==> src/rtl/uart_byte_arbiter.sv <==
// Shares one uart_tx between a FIFO-buffered pixel byte stream and atomic multi-byte
// status messages, sequencing the strobe/busy handshake and flagging pixel overflow.
module uart_byte_arbiter #(
  parameter int unsigned FIFO_DEPTH = 16,
  parameter int unsigned MSG_MAX    = 8
) (
  input  logic                        clock,
  input  logic                        reset,
  input  logic                        pix_valid,
  input  logic [7:0]                  pix_data,
  input  logic                        frame_active,
  input  logic                        msg_req,
  input  logic [3:0]                  msg_len,
  output logic [3:0]                  msg_idx,
  input  logic [7:0]                  msg_data,
  output logic                        msg_ack,
  output logic                        uart_strobe,
  output logic [7:0]                  uart_data,
  input  logic                        uart_busy,
  input  logic                        ovf_clear,
  output logic                        overflow,
  output logic [$clog2(FIFO_DEPTH):0] fifo_level
);

  localparam int unsigned AW = $clog2(FIFO_DEPTH);
  localparam int unsigned LW = AW + 1;

  typedef enum logic [1:0] {StIdle, StStrobe, StGuard, StBusy} state_e;
  typedef enum logic {SrcPix, SrcMsg} src_e;

  state_e state_q, state_d;
  src_e   src_q, src_d;

  logic [7:0]    mem [FIFO_DEPTH];
  logic [AW-1:0] wr_ptr_q, rd_ptr_q;
  logic [LW-1:0] level_q;
  logic          overflow_q;

  logic       msg_active_q;
  logic [3:0] msg_len_q;
  logic [3:0] msg_idx_q;
  logic       msg_ack_q;
  logic [7:0] uart_data_q;

  logic       full, push, pop, drop;
  logic       load_byte, msg_start, msg_step;
  logic [3:0] len_sat;
  logic [7:0] byte_d;

  assign full    = (level_q == LW'(FIFO_DEPTH));
  assign pop     = (state_q == StStrobe) && (src_q == SrcPix);
  // A full FIFO still accepts a byte in the cycle its head is popped.
  assign push    = pix_valid && (!full || pop);
  assign drop    = pix_valid && full && !pop;
  assign len_sat = (msg_len > 4'(MSG_MAX)) ? 4'(MSG_MAX) : msg_len;

  always_ff @(posedge clock) begin
    if (!reset) begin
      wr_ptr_q   <= '0;
      rd_ptr_q   <= '0;
      level_q    <= '0;
      overflow_q <= 1'b0;
    end else begin
      if (push) wr_ptr_q <= wr_ptr_q + AW'(1);
      if (pop)  rd_ptr_q <= rd_ptr_q + AW'(1);
      level_q <= level_q + LW'(push) - LW'(pop);
      if (drop) begin
        overflow_q <= 1'b1;
      end else if (ovf_clear) begin
        overflow_q <= 1'b0;
      end
    end
  end

  always_ff @(posedge clock) begin
    if (push) mem[wr_ptr_q] <= pix_data;
  end

  always_comb begin
    state_d   = state_q;
    src_d     = src_q;
    load_byte = 1'b0;
    msg_start = 1'b0;
    msg_step  = 1'b0;
    unique case (state_q)
      StIdle: begin
        if (msg_active_q) begin
          state_d   = StStrobe;
          src_d     = SrcMsg;
          load_byte = 1'b1;
        end else if (level_q != '0) begin
          state_d   = StStrobe;
          src_d     = SrcPix;
          load_byte = 1'b1;
        end else if (msg_req && !frame_active) begin
          msg_start = 1'b1;
        end
      end
      StStrobe: state_d = StGuard;
      StGuard:  state_d = StBusy;
      StBusy: begin
        if (!uart_busy) begin
          state_d  = StIdle;
          msg_step = (src_q == SrcMsg);
        end
      end
      default: state_d = StIdle;
    endcase
  end

  assign byte_d = (src_d == SrcMsg) ? msg_data : mem[rd_ptr_q];

  always_ff @(posedge clock) begin
    if (!reset) begin
      state_q      <= StIdle;
      src_q        <= SrcPix;
      msg_active_q <= 1'b0;
      msg_len_q    <= '0;
      msg_idx_q    <= '0;
      msg_ack_q    <= 1'b0;
      uart_data_q  <= '0;
    end else begin
      state_q   <= state_d;
      src_q     <= src_d;
      msg_ack_q <= 1'b0;
      if (load_byte) uart_data_q <= byte_d;
      if (msg_start) begin
        msg_len_q <= len_sat;
        msg_idx_q <= '0;
        // An empty message completes immediately without touching the UART.
        if (len_sat == '0) begin
          msg_ack_q <= 1'b1;
        end else begin
          msg_active_q <= 1'b1;
        end
      end
      if (msg_step) begin
        if (msg_idx_q == msg_len_q - 4'd1) begin
          msg_idx_q    <= '0;
          msg_active_q <= 1'b0;
          msg_ack_q    <= 1'b1;
        end else begin
          msg_idx_q <= msg_idx_q + 4'd1;
        end
      end
    end
  end

  assign uart_strobe = (state_q == StStrobe);
  assign uart_data   = uart_data_q;
  assign msg_idx     = msg_idx_q;
  assign msg_ack     = msg_ack_q;
  assign overflow    = overflow_q;
  assign fifo_level  = level_q;

endmodule

==> config.mk <==
export PLATFORM = sky130hd
export DESIGN_NAME = uart_byte_arbiter
export DESIGN_NICKNAME = d
export VERILOG_FILES = /design/src/rtl/uart_byte_arbiter.sv
export SDC_FILE = /design/constraint.sdc
export NUM_CORES = 1
export LEC_CHECK = 0
export BUFFER_PORTS_ARGS = -buffer_cell sky130_fd_sc_hd__buf_4
export CAP_MARGIN = 10
export CORE_ASPECT_RATIO = 0.6
export CORE_MARGIN = 4
export CORE_UTILIZATION = 48
export CTS_CLUSTER_DIAMETER = 80
export DETAILED_ROUTE_END_ITERATION = 10
export HOLD_SLACK_MARGIN = 0.08
export PLACE_DENSITY_LB_ADDON = 0.08
export SLEW_MARGIN = 10
export SYNTH_ARGS = -nofsm -noshare
export SYNTH_HDL_FRONTEND = slang
export SYNTH_SLANG_ARGS = --single-unit
export TNS_END_PERCENT = 5
==> constraint.sdc <==
create_clock -name clock -period 3.7 [get_ports clock]
set_clock_uncertainty 0.1 [all_clocks]
set_input_delay 0.74 -clock clock [delete_from_list [all_inputs] [get_ports clock]]
set_output_delay 0.74 -clock clock [all_outputs]
set_load 0.01 [all_outputs]
==> results.cfg, run 1 <==
[status]
status = complete, no violations

[detailed_routing]
drt-initial-drc-count = 348
wl_met3_mm = 1.28
antenna_left = 0
dr.max_layer_used = met4
drt_pass1_iterations = 5
met1Wirelength_mm = 7.17
num_vias = 3878
route.met2.wl_mm = 6.09
wirelength_mm = 14.7
drc = 0
routedWlPerCell_um = 21.3
via_per_inst = 5.62

[placed_design]
dp_hpwl_mm = 9.97
port_buffers = 46
gp_congestion = 0.770

[clock_tree]
clk_pin_slew_ns = 0.07
htreeDepth = 4
cts.sinks = 167
clk_latency_ns = 0.42
numCtsBuffers = 17
root_buffer = clkbuf_16
cts_tree = built
clk_path_buf_depth = 2

[global_routing]
grt-ovfl-total = 0
grt_pass1_vias = 3824
gr-usage-all-layers_pct = 19.0
grt_pass1_wl_mm = 22.6
antenna_found_initial = 0
grt_max_degree = 26

[setup_path]
crit_chain = inv_1, ha_1, nor3b_2, a31oi_1, inv_1, ha_1, inv_1, ha_1, inv_1, fa_1, nand2b_1, a21oi_1, o21ai_0, nor3b_1
critical_path_arrival_ns = 3.43
criticalPathCategory = reg -> reg
endpoint_kind = flop
r2r_slack_ns = 0.46
worstPathMaxFanout = 6
crit_path_max_incr_delay_ns = 0.51
slowest_stage = a31oi_1
critPathRequiredTime_ns = 3.89
critPathLaunchType = flop
path_common_cell = inv_1

[sta]
setup_viol = 0
max-slew-margin-rel_pct = 41.4
worst_pin_slew_ns = 0.876
holdWs_ns = 0.373
setup-tns-final_ns = 0
finalCriticalPeriod_ns = 3.24
fin_crit_sh_pct = 87.6
rsz0062_at_grt = false
fmax_ghz = 0.308
final_max_slew_viol_count = 0
hold_violations = 0

[layout]
nFillCells = 1108
drive_above_1_share_pct = 22.7
syn_to_final_growth_pct = 16.1
antenna_cells = 0
layout.nets = 531

[logic_synthesis]
ys_ff_latch = 167
yosys-top-cells-count = edfxtp_1 (128), dfxtp_1 (39), nor2_1 (27), mux4_2 (24), mux2i_1 (19)
syn_avg_cell_area_um2 = 15.8
synth_area_leaders = edfxtp_1 (56%), dfxtp_1 (11%), mux4_2 (7.9%)
ys_seq_area_share_pct = 67.8
synth_top_area_share_pct = 56.3
ys_warn_count = 0
syn_inst = 432
async_flop_share_pct = 0
syn_nets = 478
yosysUniqueCellTypes = 48
yosysMostFrequentCell = edfxtp_1
netlist_area_um2 = 6820
yosys.area.top_type = edfxtp_1
synthFlopType = edfxtp_1
synth_edf_count = 128

[floorplanning]
die_w_um = 162
die_height_um = 100
ioPinCount = 47
core_region_area_um2 = 13800
dieArea_um2 = 16200
initial_core_util_pct = 49.5
rows = 33

[power]
internal_power_mw = 3.61
switching_share_pct = 29.8
switching_power_mw = 1.54
ir_drop_v = 0.000313
clockPowerShare_pct = 31.0
p_leak_nw = 2.68
combPwrFrac_pct = 23.8
p_per_area_nw_per_um2 = 650
power_frac_seq_pct = 45.2

[job]
drv_cap = 0

[min_path]
hold_class = reg -> reg
## metrics by stage
step | total power [mW] | instance area, µm² | setup slack (ns) | cells | util, %
6_report | 5.15 | 7920 | 0.458 | 690 | 57.4
5_1_grt | 5.42 | 7920 | 0.0715 | 690 | 57.4
4_1_cts | 5.17 | 7920 | 0.408 | 690 | 57.4
3_5_place_dp | 3.58 | 7390 | 0.449 | 658 | 53.6
3_3_place_gp | 3.56 | 7390 | 0.565 | 658 | 53.6
2_1_floorplan | 3.15 | 6820 | 0.741 | 432 | -
## area by class of cell
class                   count  area [µm²]  area share [%]
well taps                 192         240            3.03
clock buffers              19         433            5.47
flip-flops and latches    167        4630            58.4
clock inverters            13        96.3            1.22
inverters                  19        71.3           0.900
multi-input cells         223        2030            25.6
repair buffers             57         428            5.40
## cell families (layout without fill, tap and decap cells)
family                     count (synthesis)  after routing  share of synthesized area (%)
xor gates and xnor gates                  14             14                           2.00
muxes                                     43             43                           10.7
buffers and inverters                     42            108                           2.59
adders and majority gates                 19             19                           3.60
and+or+nand+nor                           84             84                           6.55
AOI/OAI and AO/OA                         63             63                           6.77
DFF                                      167            167                           67.8
## sequential cells by signal, indices dropped and copies added, names as in the netlist, named ones only
signal / flops
fifo_level: 5
rd_ptr_q: 4
msg_active_q: 1
mem: 128
uart_data: 8
state_q: 2
msg_idx: 4
wr_ptr_q: 4
msg_len_q: 4
overflow: 1
src_q: 1
msg_ack: 1
## metal layers
layer | GRT usage, % | up-vias
met2 | 25.9 | 131
met1 | 28.8 | 1949
met4 | 5.65 | 0
met3 | 6.73 | 12
met5 | 0 | -
li1 | - | 1786
## timing repair
| action | in CTS | in global routing |
|---|---|---|
| hold endpoints to repair | 0 | 0 |
| gates resized for setup | 0 | 1 |
| setup endpoints to repair | 0 | 1 |
| setup buffers | 0 | 0 |
| hold buffers | 0 | 0 |
## worst max-delay path, delay by kind of cell (launching register included)
family | cells | cell delay [ns]
flip-flops | 1 | 0.37
AO/OA/AOI/OAI | 3 | 0.78
AND/OR/NAND/NOR | 3 | 0.49
buffers and inverters | 4 | 0.30
adder cells (fa/ha/maj) | 4 | 1.08
## path summary, 6_finish.rpt
path / to / cells after the start / startpoint
hold / removal: overflow / 2 / overflow
setup reg to reg: fifo_level[4] / 14 / fifo_level[2]
setup / recovery: fifo_level[4] / 14 / fifo_level[2]
hold reg to reg: overflow / 2 / overflow
## layout by cell type, fill, tap and decap left out, drive strengths merged, types with 9 or more instances in the layout
master  synthesis  final
inv            18     23
clkbuf         11     19
ha             18     18
buf            12     57
mux2i          19     19
dfxtp          39     39
nand2          13     13
edfxtp        128    128
nor3            9      9
o21ai          11     11
nor2           27     27
a21oi           9      9
mux4           24     24
## power groups by stage
| stage | combinational, mW | clock, mW | sequential [mW] |
|---|---|---|---|
| final | 1.22 | 1.60 | 2.33 |
| after global routing | 1.35 | 1.70 | 2.36 |
| after CTS | 1.22 | 1.62 | 2.33 |
| after detailed placement | 1.21 | 0 | 2.38 |
| after global placement | 1.20 | 0 | 2.36 |
| after floorplan | 0.862 | 0 | 2.29 |
No activity file was read; power rests on OpenSTA's default activity.
==> run 2, diff against run 1 <==
- CAP_MARGIN: 10 -> 20
- clock period: 3.7 -> 3.53 ns (I/O delays scaled with it)
==> run 2 against run 1 <==
- worst setup slack improved by 0.014 ns
- sequential power about the same
- design area increased by 0.43%
- clock power increased by 11%
- via count decreased by 1.8%
- core utilization increased by 0.25 points
- non-clock buffer count unchanged
- sequential cell count unchanged
- sequential share of layout area decreased by 0.25 points
- critical path type unchanged
- largest power group unchanged
==> results.cfg, run 2 (synthesis results as in run 1) <==
[global_routing]
grt_max_degree = 30
grt_pass1_wl_mm = 22.1
grt-ovfl-total = 0
grt_pass1_vias = 3779
gr-usage-all-layers_pct = 18.6
antenna_found_initial = 0

[sta]
fmax_ghz = 0.327
worst_pin_slew_ns = 0.870
fin_crit_sh_pct = 86.6
hold_violations = 0
rsz0062_at_grt = false
max-slew-margin-rel_pct = 41.8
final_max_slew_viol_count = 0
setup_viol = 0
setup-tns-final_ns = 0
finalCriticalPeriod_ns = 3.06

[detailed_routing]
antenna_left = 0
drc = 0
routedWlPerCell_um = 20.8
drt_pass1_iterations = 4
via_per_inst = 5.52
wirelength_mm = 14.4
num_vias = 3807
drt-initial-drc-count = 364

[power]
p_leak_nw = 2.70
switching_share_pct = 28.7
clockPowerShare_pct = 32.5
switching_power_mw = 1.57
power_frac_seq_pct = 43.1
p_per_area_nw_per_um2 = 689
internal_power_mw = 3.91
ir_drop_v = 0.000340
combPwrFrac_pct = 24.4

[placed_design]
gp_congestion = 0.762
port_buffers = 46
placed_cells = 658
dp_hpwl_mm = 9.77

[setup_path]
worstPathMaxFanout = 5
endpoint_kind = flop
criticalPathCategory = reg -> reg
critical_path_arrival_ns = 3.26
critPathRequiredTime_ns = 3.74
critPathLaunchType = flop

[floorplanning]
ioPinCount = 47
rows = 33
core_region_area_um2 = 13800
dieArea_um2 = 16200
die_w_um = 162
die_height_um = 100
initial_core_util_pct = 49.5

[clock_tree]
clk_path_buf_depth = 2
htreeDepth = 4
numCtsBuffers = 17
clk_latency_ns = 0.41
clk_pin_slew_ns = 0.06
cts.sinks = 167
holdBufCountCts = 0
cts_tree = built
cts_resized = 0
postCtsSetupBuffers = 0
root_buffer = clkbuf_16

[layout]
antenna_cells = 0
regMostFlops = mem
syn_to_final_growth_pct = 16.6
largest_reg_flops = 128
nFillCells = 1124
drive_above_1_share_pct = 22.3
final_common_cell = edfxtp_1
instances_no_fill = 690
final_cell_mix = edfxtp_1 (128), buf_4 (57), dfxtp_1 (38), nor2_1 (27), mux4_2 (24)
layout.nets = 531

[min_path]
hold_class = reg -> reg

[job]
drv_cap = 0

[status]
status = complete, no violations
## run 2: changes by cell type in the layout (fill, tap and decap cells not counted), sizes merged
cell	delta
inv	-2
bufinv	+1
clkbuf	+4
clkinvlp	-3
## run 2: final cells by class
cell class	count	area, µm²	share of cell area (%)
multi-input cells	223	2020	25.4
flip-flops and latches	167	4630	58.2
clock buffers	23	479	6.02
repair buffers	57	428	5.38
well taps	192	240	3.02
inverters	19	71.3	0.897
clock inverters	9	88.8	1.12
## run 2: worst paths after layout
path,end,startpoint,slack (ns),cells after the start
hold reg to reg,overflow,overflow,0.38,2
setup / recovery,fifo_level[4],fifo_level[3],0.47,14
setup reg to reg,fifo_level[4],fifo_level[3],0.47,14
hold / removal,overflow,overflow,0.38,2
## run 2: power groups by stage
stage	logic, mW	registers, mW	clock network [mW]
2_1_floorplan	0.904	2.40	0
3_3_place_gp	1.32	2.40	0
3_5_place_dp	1.34	2.41	0
4_1_cts	1.35	2.36	1.81
5_1_grt	1.47	2.38	1.89
6_report	1.34	2.36	1.78
## run 2: per-layer routing
layer / GRT usage, % / up-vias / share of wire [%]
met5: 0 / - / 0
met4: 5.65 / 0 / 0.40
met3: 4.43 / 4 / 6.6
met2: 25.6 / 87 / 42
met1: 29.2 / 1927 / 51
li1: - / 1789 / -
## run 2: per-stage QoR
| step | instance area, µm² | hold WS, ns | utilization (%) | setup slack (ns) | power, mW |
|---|---|---|---|---|---|
| 4_1_cts | 7950 | 0.385 | 57.7 | 0.472 | 5.52 |
| 2_1_floorplan | 6820 | 0.345 | - | 0.571 | 3.31 |
| 5_1_grt | 7950 | 0.396 | 57.7 | 0.168 | 5.75 |
| 3_3_place_gp | 7390 | 0.360 | 53.6 | 0.596 | 3.72 |
| 6_report | 7950 | 0.380 | 57.7 | 0.472 | 5.48 |
| 3_5_place_dp | 7390 | 0.373 | 53.6 | 0.495 | 3.75 |
## run 2: worst max-delay path, stage by stage, from the launching register on
cell	delay (ns)
dfxtp_1	0.33
inv_1	0.08
ha_1	0.16
nor3b_1	0.54
a31oi_1	0.21
inv_1	0.09
ha_1	0.23
inv_1	0.05
ha_1	0.16
inv_1	0.06
fa_1	0.39
nand2b_1	0.16
a21oi_1	0.17
o21ai_0	0.08
nor3b_1	0.14
==> run 3, diff against run 2 <==
- ABC_AREA: not set -> 1
==> run 3 against run 2 <==
- global-route usage is 1.5 points higher
- sequential cell count unchanged
- cell count increased by 49%
- sequential power barely moved
- critical path depth fell by 1
- total power increased by 9.0%
- die area increased by 8.9%
- first-iteration DRC count grew 66%
- register-to-register slack improved by 0.23 ns
- worst hold slack lost 0.014 ns
- maximum frequency increased by 8.0%
- worst setup slack better by 0.23 ns
- critical path type unchanged
==> results.cfg, run 3 <==
[clock_tree]
postCtsSetupBuffers = 0
cts.sinks = 167
root_buffer = clkbuf_16
numCtsBuffers = 17
holdBufCountCts = 0
clk_pin_slew_ns = 0.07
cts_tree = built
cts_resized = 0
htreeDepth = 4
clk_latency_ns = 0.42
clk_path_buf_depth = 2

[sta]
hold_violations = 0
rsz0062_at_grt = false
fin_crit_sh_pct = 80.2
setup_viol = 0
setup_slack_ns = 0.699
finalCriticalPeriod_ns = 2.83
worst_pin_slew_ns = 0.826
max-slew-margin-rel_pct = 44.7
fmax_ghz = 0.353
final_max_slew_viol_count = 0
setup-tns-final_ns = 0

[layout]
final_area_um2 = 8500
nFillCells = 1340
syn_to_final_growth_pct = 13.8
antenna_cells = 0
largest_reg_flops = 128
multi_input_area_um2 = 2220
drive_above_1_share_pct = 11.2
final_cell_mix = nand2_1 (235), edfxtp_1 (128), inv_1 (106), nand3_1 (102), buf_4 (49)
final_common_cell = nand2_1
layout.nets = 857
regMostFlops = mem
register_area_um2 = 4630

[global_routing]
grt_max_degree = 65
antenna_found_initial = 0
grtUsageMet3_pct = 3.10
groute.layer.met2.usage_pct = 28.1
met1_usage_pct = 32.5
grt_pass1_wl_mm = 27.4
gr-usage-all-layers_pct = 20.1
grt_pass1_vias = 5068
busiest_layer = met1
grt-ovfl-total = 0

[logic_synthesis]
ys_seq_area_share_pct = 61.9
yosys.area.top_type = edfxtp_1
async_flop_share_pct = 0
syn_inst = 770
netlist_area_um2 = 7470
syn_nets = 816
synth_edf_count = 128
syn_avg_cell_area_um2 = 9.70
ys_warn_count = 0
synth_area_leaders = edfxtp_1 (51%), nand2_1 (12%), dfxtp_1 (10%)
yosysUniqueCellTypes = 34
yosysMostFrequentCell = nand2_1
ys_ff_latch = 167
synth_top_area_share_pct = 51.4
synthFlopType = edfxtp_1
yosys-top-cells-count = nand2_1 (235), edfxtp_1 (128), inv_1 (106), nand3_1 (102), dfxtp_1 (39)

[setup_path]
critical_path_arrival_ns = 3.09
criticalPathCategory = reg -> reg
r2r_start = state_q[1]
critical_path.startpoint = state_q[1]
critPathRequiredTime_ns = 3.79
worstPathMaxFanout = 6
endpoint_kind = flop
critPathLaunchType = flop
reg2reg_depth = 13

[status]
status = complete, no violations

[placed_design]
dp_hpwl_mm = 11.8
gp_congestion = 0.839
place_ws_ns = 0.726
post_dp_cell_area_um2 = 7880
port_buffers = 46

[power]
clockPowerShare_pct = 32.2
ir_drop_v = 0.000342
switching_power_mw = 1.98
combPwrFrac_pct = 28.1
switching_share_pct = 33.1
power_frac_seq_pct = 39.7
p_per_area_nw_per_um2 = 703
internal_power_mw = 4.00
p_leak_nw = 3.61
total_power_mw = 5.98

[floorplanning]
rows = 35
die_w_um = 169
dieArea_um2 = 17700
core_region_area_um2 = 15300
initial_core_util_pct = 48.9
die_height_um = 105
ioPinCount = 47

[min_path]
holdPathStages = 2
hp-start = uart_data[1]
hold_class = reg -> reg

[detailed_routing]
via_per_inst = 5.10
num_vias = 5242
drt-initial-drc-count = 606
wirelength_mm = 17.3
routedWlPerCell_um = 16.8
drt_pass1_iterations = 5
drc = 0
antenna_left = 0

[job]
drv_cap = 0
## run 3: cell types whose count changed after synthesis, sizes merged, moves of 6 or more
cell    previous run  this run
nand2             13       236
nand3              5       102
inv               18       110
a21oi              9        36
mux4              24         0
mux2i             19         0
buf               12        24
a221oi             8         0
a41oi              8         0
clkbuf            11         3
nor2              27        35
o221ai             8         0
a22oi              8         1
nand2b             6         0
## run 3: logic make-up after synthesis
| logic type | after synthesis | share of synthesized area (%) |
|---|---|---|
| and+or+nand+nor | 384 | 21.5 |
| adders and majority gates | 19 | 3.28 |
| DFF | 167 | 61.9 |
| xor gates and xnor gates | 8 | 0.938 |
| AOI/OAI and AO/OA | 54 | 3.95 |
| buffers and inverters | 138 | 8.46 |
## run 3: metrics by stage
| stage | hold WS [ns] | std cells | util, % |
|---|---|---|---|
| floorplan | 0.355 | 770 | - |
| global placement | 0.354 | 995 | 51.6 |
| detailed placement | 0.362 | 995 | 51.6 |
| CTS | 0.371 | 1027 | 55.6 |
| global route | 0.404 | 1027 | 55.6 |
| finish | 0.366 | 1027 | 55.6 |
## run 3: area by class of cell
class / count / share of cell area (%)
multi-input cells: 465 / 26.1
inverters: 111 / 4.90
clock buffers: 24 / 6.43
clock inverters: 8 / 0.912
flip-flops and latches: 167 / 54.4
repair buffers: 49 / 4.33
well taps: 203 / 2.99
## run 3: metal layers
metal	part of all wire, %	up-vias
li1	-	2585
met5	0	-
met3	4.3	18
met1	53	2508
met4	1.1	0
met2	42	131
## run 3: final timing paths
| check | to | slack [ns] |
|---|---|---|
| max | fifo_level[4] | 0.70 |
| min | uart_data[1] | 0.37 |
| max reg2reg | fifo_level[4] | 0.70 |
| min reg2reg | uart_data[1] | 0.37 |
## run 3: critical path, stage by stage (launching register included)
cell and delay, ns:
dfxtp_1 0.37, inv_1 0.10, ha_1 0.21, nand2_1 0.15, nand2_1 0.08, o21ai_2 0.25, ha_1 0.28, inv_1 0.05
ha_1 0.16, inv_1 0.06, fa_1 0.41, o31ai_1 0.30, o21ai_0 0.12, a21oi_1 0.11
## run 3: power by group through the flow
stage	combinational, mW	sequential [mW]	clock, mW
after global routing	1.90	2.39	2.03
final	1.68	2.37	1.92
after CTS	1.67	2.37	1.94
after detailed placement	1.67	2.41	0
after floorplan	1.20	2.42	0
after global placement	1.62	2.41	0
